--- src/rtl/gardner_ted_param_if.sv ---
// Sample/strobe input bundle and timing-error output for the Gardner detector.
interface gardner_ted_param_if #(
  parameter int WIDTH = 16
);
  logic                    clr;
  logic                    in_valid;
  logic signed [WIDTH-1:0] I_in;
  logic signed [WIDTH-1:0] Q_in;
  logic                    sym_strobe;
  logic                    mode;
  logic signed [WIDTH-1:0] err_out;
  logic                    err_valid;

  modport master (
    output clr, in_valid, I_in, Q_in, sym_strobe, mode,
    input  err_out, err_valid
  );

  modport slave (
    input  clr, in_valid, I_in, Q_in, sym_strobe, mode,
    output err_out, err_valid
  );
endinterface

--- src/rtl/gardner_ted_param.sv ---
// Gardner timing-error detector with SPS-deep delay line and 2^AVG_LOG2 symbol averaging.
// Error valid 2 cycles after strobe (3 with GARDNER_FULL_MULT_EN, multiplier form); no backpressure.
module gardner_ted_param #(
  parameter int WIDTH    = 16,
  parameter int SPS      = 32,
  parameter int AVG_LOG2 = 0
) (
  input  logic               clk,
  input  logic               rst_n,
  gardner_ted_param_if.slave ted
);
  localparam int HALF = SPS / 2;
  localparam int ACCW = WIDTH + AVG_LOG2;
  localparam int CNTW = AVG_LOG2 + 1;
  localparam int PCW  = $clog2(SPS + 1);
  localparam logic [CNTW-1:0] CNT_LAST = CNTW'((1 << AVG_LOG2) - 1);

  typedef logic signed [WIDTH-1:0] samp_t;
  localparam samp_t S_MAX = samp_t'({1'b0, {(WIDTH-1){1'b1}}});
  localparam samp_t S_MIN = samp_t'({1'b1, {(WIDTH-1){1'b0}}});

  // Stored history only; the live input is x(n), so dl[SPS-1] is x(n-SPS).
  samp_t          dl_i_q [SPS];
  samp_t          dl_q_q [SPS];
  logic [PCW-1:0] prime_q;
  logic           primed;
  logic           fire;
  samp_t          mid_i, old_i, mid_q, old_q;

  assign primed = (prime_q == PCW'(SPS));
  assign fire   = ted.in_valid && ted.sym_strobe && !ted.clr && primed;
  assign mid_i  = dl_i_q[HALF-1];
  assign old_i  = dl_i_q[SPS-1];
  assign mid_q  = dl_q_q[HALF-1];
  assign old_q  = dl_q_q[SPS-1];

  always_ff @(posedge clk or negedge rst_n) begin
    if (!rst_n) begin
      prime_q <= '0;
      for (int k = 0; k < SPS; k++) begin
        dl_i_q[k] <= '0;
        dl_q_q[k] <= '0;
      end
    end else if (ted.clr) begin
      prime_q <= '0;
      for (int k = 0; k < SPS; k++) begin
        dl_i_q[k] <= '0;
        dl_q_q[k] <= '0;
      end
    end else if (ted.in_valid) begin
      if (!primed) prime_q <= prime_q + PCW'(1);
      dl_i_q[0] <= ted.I_in;
      dl_q_q[0] <= ted.Q_in;
      for (int k = 1; k < SPS; k++) begin
        dl_i_q[k] <= dl_i_q[k-1];
        dl_q_q[k] <= dl_q_q[k-1];
      end
    end
  end

  // Per-channel errors entering the combine/average stage.
  logic  e1_vld_q, e1_mode_q;
  samp_t e1_i_q, e1_q_q;

`ifdef GARDNER_FULL_MULT_EN
  localparam int PW = 2 * WIDTH + 1;
  typedef logic signed [PW-1:0] prod_t;
  typedef logic signed [WIDTH:0] diff_t;

  function automatic prod_t mult_err(samp_t cur, samp_t mid, samp_t old);
    diff_t d;
    d = diff_t'(cur) - diff_t'(old);
    return prod_t'(mid) * prod_t'(d);
  endfunction

  function automatic samp_t sat_scale(prod_t p);
    prod_t s;
    s = p >>> (WIDTH - 1);
    if (s > prod_t'(S_MAX)) return S_MAX;
    if (s < prod_t'(S_MIN)) return S_MIN;
    return s[WIDTH-1:0];
  endfunction

  logic  p_vld_q, p_mode_q;
  prod_t p_i_q, p_q_q;

  always_ff @(posedge clk or negedge rst_n) begin
    if (!rst_n) begin
      p_vld_q  <= 1'b0;
      p_mode_q <= 1'b0;
      p_i_q    <= '0;
      p_q_q    <= '0;
    end else begin
      p_vld_q <= fire;
      if (fire) begin
        p_mode_q <= ted.mode;
        p_i_q    <= mult_err(ted.I_in, mid_i, old_i);
        p_q_q    <= mult_err(ted.Q_in, mid_q, old_q);
      end
    end
  end

  always_ff @(posedge clk or negedge rst_n) begin
    if (!rst_n) begin
      e1_vld_q  <= 1'b0;
      e1_mode_q <= 1'b0;
      e1_i_q    <= '0;
      e1_q_q    <= '0;
    end else begin
      e1_vld_q <= p_vld_q && !ted.clr;
      if (p_vld_q) begin
        e1_mode_q <= p_mode_q;
        e1_i_q    <= sat_scale(p_i_q);
        e1_q_q    <= sat_scale(p_q_q);
      end
    end
  end
`else
  // Sign form: only a sign change between old and cur contributes, weighted by mid.
  function automatic samp_t sign_err(samp_t cur, samp_t mid, samp_t old);
    samp_t r;
    r = '0;
    if (!cur[WIDTH-1] && old[WIDTH-1]) r = mid;
    else if (cur[WIDTH-1] && !old[WIDTH-1]) r = (mid == S_MIN) ? S_MAX : -mid;
    return r;
  endfunction

  always_ff @(posedge clk or negedge rst_n) begin
    if (!rst_n) begin
      e1_vld_q  <= 1'b0;
      e1_mode_q <= 1'b0;
      e1_i_q    <= '0;
      e1_q_q    <= '0;
    end else begin
      e1_vld_q <= fire;
      if (fire) begin
        e1_mode_q <= ted.mode;
        e1_i_q    <= sign_err(ted.I_in, mid_i, old_i);
        e1_q_q    <= sign_err(ted.Q_in, mid_q, old_q);
      end
    end
  end
`endif

  samp_t                  e_comb;
  logic signed [ACCW-1:0] acc_q, acc_d, acc_sum;
  logic [CNTW-1:0]        cnt_q, cnt_d;
  samp_t                  err_out_q, err_out_d;
  logic                   err_valid_q, err_valid_d;

  // Halving each channel before the add keeps the QPSK sum inside WIDTH.
  assign e_comb  = e1_mode_q ? samp_t'((e1_i_q >>> 1) + (e1_q_q >>> 1)) : e1_i_q;
  assign acc_sum = acc_q + ACCW'(e_comb);

  always_comb begin
    acc_d       = acc_q;
    cnt_d       = cnt_q;
    err_out_d   = err_out_q;
    err_valid_d = 1'b0;
    if (ted.clr) begin
      acc_d = '0;
      cnt_d = '0;
    end else if (e1_vld_q) begin
      if (cnt_q == CNT_LAST) begin
        err_out_d   = samp_t'(acc_sum >>> AVG_LOG2);
        err_valid_d = 1'b1;
        acc_d       = '0;
        cnt_d       = '0;
      end else begin
        acc_d = acc_sum;
        cnt_d = cnt_q + CNTW'(1);
      end
    end
  end

  always_ff @(posedge clk or negedge rst_n) begin
    if (!rst_n) begin
      acc_q       <= '0;
      cnt_q       <= '0;
      err_out_q   <= '0;
      err_valid_q <= 1'b0;
    end else begin
      acc_q       <= acc_d;
      cnt_q       <= cnt_d;
      err_out_q   <= err_out_d;
      err_valid_q <= err_valid_d;
    end
  end

  assign ted.err_out   = err_out_q;
  assign ted.err_valid = err_valid_q;
endmodule

--- src/flat_wrapper.sv ---
// flat-port wrapper written by rule: the top's interface ports become plain ports
module gardner_ted_param_flat 
#(
  parameter int WIDTH    = 16,
  parameter int SPS      = 32,
  parameter int AVG_LOG2 = 0
)
  (clk, rst_n, ted_clr, ted_in_valid, ted_I_in, ted_Q_in, ted_sym_strobe, ted_mode, ted_err_out, ted_err_valid);
  gardner_ted_param_if #(.WIDTH(WIDTH)) ted_i ();
  input  logic clk;
  input  logic rst_n;
  input wire logic [$bits(ted_i.clr)-1:0] ted_clr;
  input wire logic [$bits(ted_i.in_valid)-1:0] ted_in_valid;
  input wire logic [$bits(ted_i.I_in)-1:0] ted_I_in;
  input wire logic [$bits(ted_i.Q_in)-1:0] ted_Q_in;
  input wire logic [$bits(ted_i.sym_strobe)-1:0] ted_sym_strobe;
  input wire logic [$bits(ted_i.mode)-1:0] ted_mode;
  output wire logic [$bits(ted_i.err_out)-1:0] ted_err_out;
  output wire logic [$bits(ted_i.err_valid)-1:0] ted_err_valid;
  assign ted_i.clr = ted_clr;
  assign ted_i.in_valid = ted_in_valid;
  assign ted_i.I_in = ted_I_in;
  assign ted_i.Q_in = ted_Q_in;
  assign ted_i.sym_strobe = ted_sym_strobe;
  assign ted_i.mode = ted_mode;
  assign ted_err_out = ted_i.err_out;
  assign ted_err_valid = ted_i.err_valid;
  gardner_ted_param #(.WIDTH(WIDTH), .SPS(SPS), .AVG_LOG2(AVG_LOG2)) u_core (.clk(clk), .rst_n(rst_n), .ted(ted_i));
endmodule
--- config.mk ---
export PLATFORM = sky130hd
export DESIGN_NAME = gardner_ted_param_flat
export DESIGN_NICKNAME = d
export VERILOG_FILES = /design/src/rtl/gardner_ted_param_if.sv /design/src/rtl/gardner_ted_param.sv /design/src/flat_wrapper.sv
export SDC_FILE = /design/constraint.sdc
export NUM_CORES = 1
export LEC_CHECK = 0
export ABC_AREA = 1
export BUFFER_PORTS_ARGS = -buffer_cell sky130_fd_sc_hd__buf_2
export CAP_MARGIN = 20
export CELL_PAD_IN_SITES_DETAIL_PLACEMENT = 0
export CELL_PAD_IN_SITES_GLOBAL_PLACEMENT = 2
export CORE_MARGIN = 2
export CORE_UTILIZATION = 31
export DETAILED_ROUTE_END_ITERATION = 12
export GPL_TIMING_DRIVEN = 0
export PLACE_DENSITY = 0.66
export SLEW_MARGIN = 20
export SYNTH_ARGS = -nofsm -noshare
export SYNTH_HDL_FRONTEND = slang
export SYNTH_SLANG_ARGS = --single-unit
--- constraint.sdc ---
create_clock -name clk -period 2.61 [get_ports clk]
set_input_delay 0.522 -clock clk [delete_from_list [all_inputs] [get_ports clk]]
set_output_delay 0.522 -clock clk [all_outputs]
set_load 0.05 [all_outputs]
==> Yosys cells after proc, flatten, opt, wreduce, memory -nomap -nowiden <==
Index checks and enable logic that the tools add are counted.
{ "op_classes": {"n_reduce_logical": 16, "bitwise_logic": 2, "n_eq_ne": 4, "mux": 23, "addsub": 6} }
{ "ops": {"columns": ["cell", "n"], "rows": [
  ["two-way mux 512 bit", 4],
  ["two-way mux 16 bit", 10],
  ["== test 16 bit, second input constant", 2],
  ["negator 16 bit", 2],
  ["two-way mux 6 bit", 3],
  ["adder 15 x 15 -> 16 bit", 1],
  ["adder 16 bit", 1],
  ["logical AND 1 bit", 7],
  ["adder 6 x 1 -> 6 bit, second input constant", 1],
  ["== test 6 bit, second input constant", 1],
  ["two-way mux 1 bit", 6],
  ["zero test 1 bit", 5],
  ["nonzero test 2 bit", 2],
  ["AND reduction 3 bit", 1],
  ["!= test 2 bit, second input constant", 1],
  ["NOT 1 bit", 2],
  ["AND reduction 2 bit", 1],
  ["adder 1 bit, second input constant", 1]
]} }
{ "totals": {"out_inout_bits": 17, "register_bits": 1098, "in_bits": 38, "word_cells": 124} }

==> Longest topological paths before layout <==
{ "logic_depth": {"ltp_word": 6, "depth_mapped": 12, "ltp_nobuf": 12} }

==> Least setup slack after synthesis <==
No wires, ideal clock.
{ "synth_path": {"kind": "register -> register", "from": "reg u_core.e1_q_q[1]", "to": "reg u_core.err_out_q[8], in the netlist u_core.ted.err_out[8]", "t_arrival_ps": 1702, "path_stages_with_launch": 12, "setup_time_ps": 118, "path_slack_ps": 791, "synth_period_minus_slack_ps": 1819, "path_cell_list": "dfrtp_1 > ha_1 > fa_1 > nand2_1 > nand2_1 > and2_1 > nand2_1 > nand2_1 > xnor2_1 > nand2_1 > nand2_1 > nand2_1"} }
{ "synth_between": {"elab_chain_len": 3} }
{ "synth_rtl": {"columns": ["item", "line", "source"], "rows": [
  ["from (decl)", "gardner_ted_param.sv:63", "samp_t e1_i_q, e1_q_q;"],
  ["from (signal assigned)", "gardner_ted_param.sv:139", "e1_q_q <= sign_err(ted.Q_in, mid_q, old_q);"],
  ["adder 15 x 15 -> 16 bit", "gardner_ted_param.sv:152", "assign e_comb = e1_mode_q ? samp_t'((e1_i_q >>> 1) + (e1_q_q >>> 1)) : e1_i_q;"],
  ["two-way mux 16 bit", "gardner_ted_param.sv:152", null],
  ["adder 16 bit", "gardner_ted_param.sv:153", "assign acc_sum = acc_q + ACCW'(e_comb);"],
  ["to (signal assigned)", "gardner_ted_param.sv:185", "err_out_q <= err_out_d;"],
  ["to (decl)", "gardner_ted_param.sv:148", "samp_t err_out_q, err_out_d;"]
]} }
Every way passes these cells.
A chain may end at the register's enable or synchronous reset.

==> Final worst setup path <==
{ "layout_path": {"from": "reg u_core.e1_i_q[1]", "to": "reg u_core.err_out_q[14], in the netlist u_core.ted.err_out[14]"} }
{ "layout_between": {"elab_chain_len": 3} }
{ "layout_rtl": {"columns": ["item", "line", "source"], "rows": [
  ["from (decl)", "gardner_ted_param.sv:63", null],
  ["from (signal assigned)", "gardner_ted_param.sv:138", "e1_i_q <= sign_err(ted.I_in, mid_i, old_i);"],
  ["adder 15 x 15 -> 16 bit", "gardner_ted_param.sv:152", null],
  ["two-way mux 16 bit *", "gardner_ted_param.sv:152", null],
  ["adder 16 bit *", "gardner_ted_param.sv:153", null]
]} }
Mark *: on every way between the ends. The rest lies on a longest branch, timed or not.

==> summary.md <==
The flow ran to the end, and the final reports show no timing, DRC or antenna violations. The cell area power density is 697.9 nW/um2, and the half-perimeter wire length after detailed placement is 47.64 mm. The number of max-slew violations in the final report was 0. The clock network burns 48.3% of the power. On the critical path, the stage with the largest delay is an instance of fa_1.

The via count of the first global-routing pass is 19030, and the count of port buffers added during placement is 52. The largest total area in the synthesized netlist belongs to dfrtp_1. TritonCTS built the clock tree. The run gives 0 as the initial antenna violation count. Setup repair after global routing left no endpoint under its margin. Summed over its instances, the top area cell type makes up 59.48% of the synthesized netlist area. The buffer depth of the longest clock path is 3, and the worst-case clock skew is 21.23 ps.

In this run the horizontal extent of the chip is 289.4 um. The net switching share of the total power was 23.93%. For this run, the top clock speed supported by timing is 468.1 MHz.

The number of enable-type register cells in the synthesized netlist is 0, and the utilization of the core after routing is 36.41%. The clock period minus final worst setup slack is 2136 ps, and the highest net fanout along the worst path is 3. The later pin in the worst-skew pair is clocked with a latency of 600 ps.

The tools report the worst endpoint required time as 3100 ps. The detailed-route wire length per cell came out at 16.30 um. The tools report the number of cells upsized or downsized after cts as 0. The fraction of layout instances using a drive strength above 1 came out at 10.74%.

In this run, placement finished with an instance count of 3933. The critical path is of the reg2reg type. The category of the worst setup path launch point was a register.

The critical path contains buffers and inverters numbering 0 combined. Adding up every negative setup slack in the final design gives 0 ps. For the total setup buffers inserted after CTS, the log shows 0.

The cell class contributing the biggest share of worst-path delay was simple AND/OR/NAND/NOR gates. The first detailed-routing pass took 5 iterations. Of the total power, combinational logic draws 5.5%. The logs give 14.79 nW for the leakage power summed over all cells and 934 for the initial detailed-routing violation count. The die is 289.4 um tall. The area used by sequential logic in the layout was 15010 um2.

The tools report the I/O pin count as 55. The root buffer selected by CTS is clkbuf_16. In the routed design, unresolved DRC markers number 0. Summed over all layers, the global routing overflow is 0. The repair_antennas step left the layout with diodes totalling 0. The average footprint of a synthesized cell is 8.968 um2.

The die covers 83730 um2. Of the available clock period, the critical path in the final layout requires 81.85%. Measured against its own limit, the worst slew margin works out to 45.96%.

The most numerous cell on the critical path is nand2_1. After synthesis, the cell types taking the most area are dfrtp_1 (59%), nand2_1 (12%), nand3_1 (7.7%), inv_1 (3.9%), o22ai_1 (3.6%). The number of max-capacitance violations reported is 0, and the total setup violations reported at the end of the flow is 0. Walking the worst path, the cells encountered are ha_1 -> fa_1 -> nand2_1 -> nand2_1 -> nand3b_1 -> nand2_1 -> nand2_1 -> nand2_1 -> nand2_1 -> nand3_1 -> nand2_1 -> nand2_1. The via density per instance was 4.671; the total number of vias was 18960.

Commonest register cell after synthesis: dfrtp_1. The TritonCTS buffer count was 71. Yosys printed 0 warnings. For this run, asynchronously set or reset flops after synthesis account for 100.0%.

For the aggregate routed wire length, the log shows 66.14 mm. Register area share after synthesis: 59.48%. The hold violation total from the final report came out at 0. IR analysis of the VDD net gives a maximum drop of 425.7 uV. In this run the number of H-tree levels came out at 3.

Entering global routing, the biggest net connects 97 pins. In this run the remaining antenna-violating nets after routing total 0. Across all hold checks on the routed design, the worst slack comes to 150.4 ps.

The number of placement rows is 104. The net count reported at finish was 3005. The first global-routing pass estimated 106.7 mm of wire. Kind of end point of the critical path: a register. Summing all multi-input logic gate instances after layout gives 8371 um2.

Counting every sink on the clock net gives 600. The core outline area was 80550 um2; the synthesized cell area was 25240 um2. Overall power consumption after layout is estimated at 0.02047 W. The tools report the final estimated routing congestion in global placement as 0.8047.

Counting flops and latches in the post-synthesis netlist gives 600. The logs give 46.2% for the part of the power in registers and 37 for the number of different library cells in the post-synthesis netlist. In the global route stage, overall resource usage came out at 16.12%. The internal cell power is 0.01557 W. The slew at the pin closest to its max-slew limit was 810.6 ps.

The layout overhead on the synthesized area was 16.19%. Clock-pin slew was measured on the worst setup and hold paths at 60 ps. In this run the worst hold path is classified as in2reg. In the synthesized netlist, the number of instances is 2815. The logs give 4058 for the final instance count without filler cells and 2873 for the synthesized netlist net count.

The initial utilization of the core area, before any placement, comes to 31.34%. The analysis attributes to net switching a power of 0.004899 W. The filler cells instantiated in the layout total 8306. For the arrival time at the worst endpoint, the log shows 2630 ps.

In this design, the stage delay of the slowest critical-path cell is 450 ps.
==> cell usage after synthesis (3+ instances only) <==
| cell | n |
|---|---|
| dfrtp_1 | 600 |
| nor3_1 | 7 |
| o31ai_1 | 33 |
| buf_2 | 100 |
| buf_4 | 4 |
| nand3_2 | 5 |
| a31oi_1 | 3 |
| nand4_1 | 13 |
| nand2_1 | 789 |
| nor2_4 | 3 |
| a21oi_2 | 10 |
| o21ai_1 | 54 |
| a21oi_1 | 62 |
| nor2_1 | 105 |
| nand3_1 | 389 |
| inv_2 | 13 |
| o22ai_1 | 144 |
| clkbuf_1 | 63 |
| nand2_2 | 6 |
| o21ai_0 | 87 |
| ha_1 | 19 |
| nor2_2 | 7 |
| inv_1 | 261 |
| buf_1 | 11 |
| xor2_1 | 12 |
==> state kept, by name, indices dropped and copies added (netlist names) <==
name	flops
u_core.dl_i_q	255
u_core.dl_q_q	255
u_core.e1_i_q	16
u_core.mid_i	16
u_core.mid_q	16
u_core.ted.err_out	16
u_core.e1_q_q	15
u_core.prime_q	6
u_core.e1_mode_q	1
u_core.e1_vld_q	1
u_core.old_i	1
u_core.old_q	1
u_core.ted.err_valid	1
==> final timing paths <==
check | from | end | slack, ps | depth (start not counted)
max reg2reg | u_core.e1_i_q[1] | u_core.ted.err_out[14] | 470 | 12
max | u_core.e1_i_q[1] | u_core.ted.err_out[14] | 470 | 12
max in group asynchronous | rst_n | u_core.dl_q_q[441] | 700 | 4
min reg2reg | u_core.dl_i_q[397] | u_core.dl_i_q[397] | 470 | 2
min in group asynchronous | rst_n | u_core.ted.err_out[10] | 510 | 2
min | ted_Q_in[9] | u_core.dl_q_q[505] | 150 | 3
==> worst register-to-register path, delay by kind of cell (launching register included) <==
kind	cells	cell delay (ps)
adder cells (fa/ha/maj)	2	720
AND/OR/NAND/NOR	10	880
flip-flops	1	430
==> metrics by stage <==
step / worst slack (ps) / cell area (um2)
after floorplan: 790.7 / 25240
after global placement: -11670 / 26830
after detailed placement: 105.7 / 27010
after CTS: 447.9 / 29330
after global routing: 275.5 / 29330
final: 473.8 / 29330
==> cells in the final DEF, fill, tap and decap left out, types with 9 or more instances in the layout <==
| cell type | instances |
|---|---|
| inv_2 | 13 |
| clkbuf_1 | 80 |
| o31ai_1 | 33 |
| clkbuf_16 | 71 |
| buf_1 | 11 |
| buf_2 | 151 |
| ha_1 | 19 |
| o21ai_1 | 54 |
| clkbuf_8 | 9 |
| nor2_1 | 105 |
| a21oi_1 | 62 |
| o22ai_1 | 144 |
| o21ai_0 | 87 |
| nand3_1 | 389 |
| a21oi_2 | 10 |
| nand4_1 | 13 |
| inv_1 | 261 |
| nand2_1 | 789 |
| dfrtp_1 | 600 |
| clkinv_2 | 14 |
| xor2_1 | 12 |
==> layout make-up <==
cell class                      instances  share of cell area (%)
Sequential cell                       600                   51.19
Inverter                              274                   3.507
Clock inverter                         27                   1.194
Tap cell                             1060                   4.522
Timing Repair Buffer                   59                   1.519
Clock buffer                           97                   6.697
Multi-Input combinational cell       1761                   28.54
Buffer                                180                   2.833
==> power groups by stage <==
stage                     Clock, W  Combinational, W  Sequential, W
final                      0.00988           0.00112        0.00947
after detailed placement         0           0.00115        0.00964
after CTS                   0.0102           0.00116        0.00947
after floorplan                  0          0.000595        0.00963
after global routing        0.0106           0.00127        0.00947
after global placement           0           0.00110        0.00964
==> metal layers <==
layer | vias to the layer above | routed length [um] | share of wire, % | global-route usage [%]
met4 | 0 | 1472 | 2.2 | 4.175
met1 | 9146 | 31830 | 48 | 22.42
met3 | 85 | 1708 | 2.6 | 2.370
met5 | - | 0 | 0 | 0
met2 | 234 | 31130 | 47 | 26.33
li1 | 9490 | - | - | -
==> what timing repair did <==
item | in CTS | in global routing
hold buffers | 1 | 0
endpoints found under the hold margin | 85 | 0
endpoints found under the setup margin | 0 | 0
==> logic make-up (layout without fill, tap and decap cells) <==
kind of cell	Yosys count	after routing	share of synthesized area, %
adders and majority gates	20	20	1.021
DFF	600	600	59.48
buffers and inverters	454	637	7.365
AOI/OAI and AO/OA	396	396	9.125
and+or+nand+nor	1332	1332	22.56
xor gates and xnor gates	13	13	0.4510
Power figures use the tool's default switching activity.
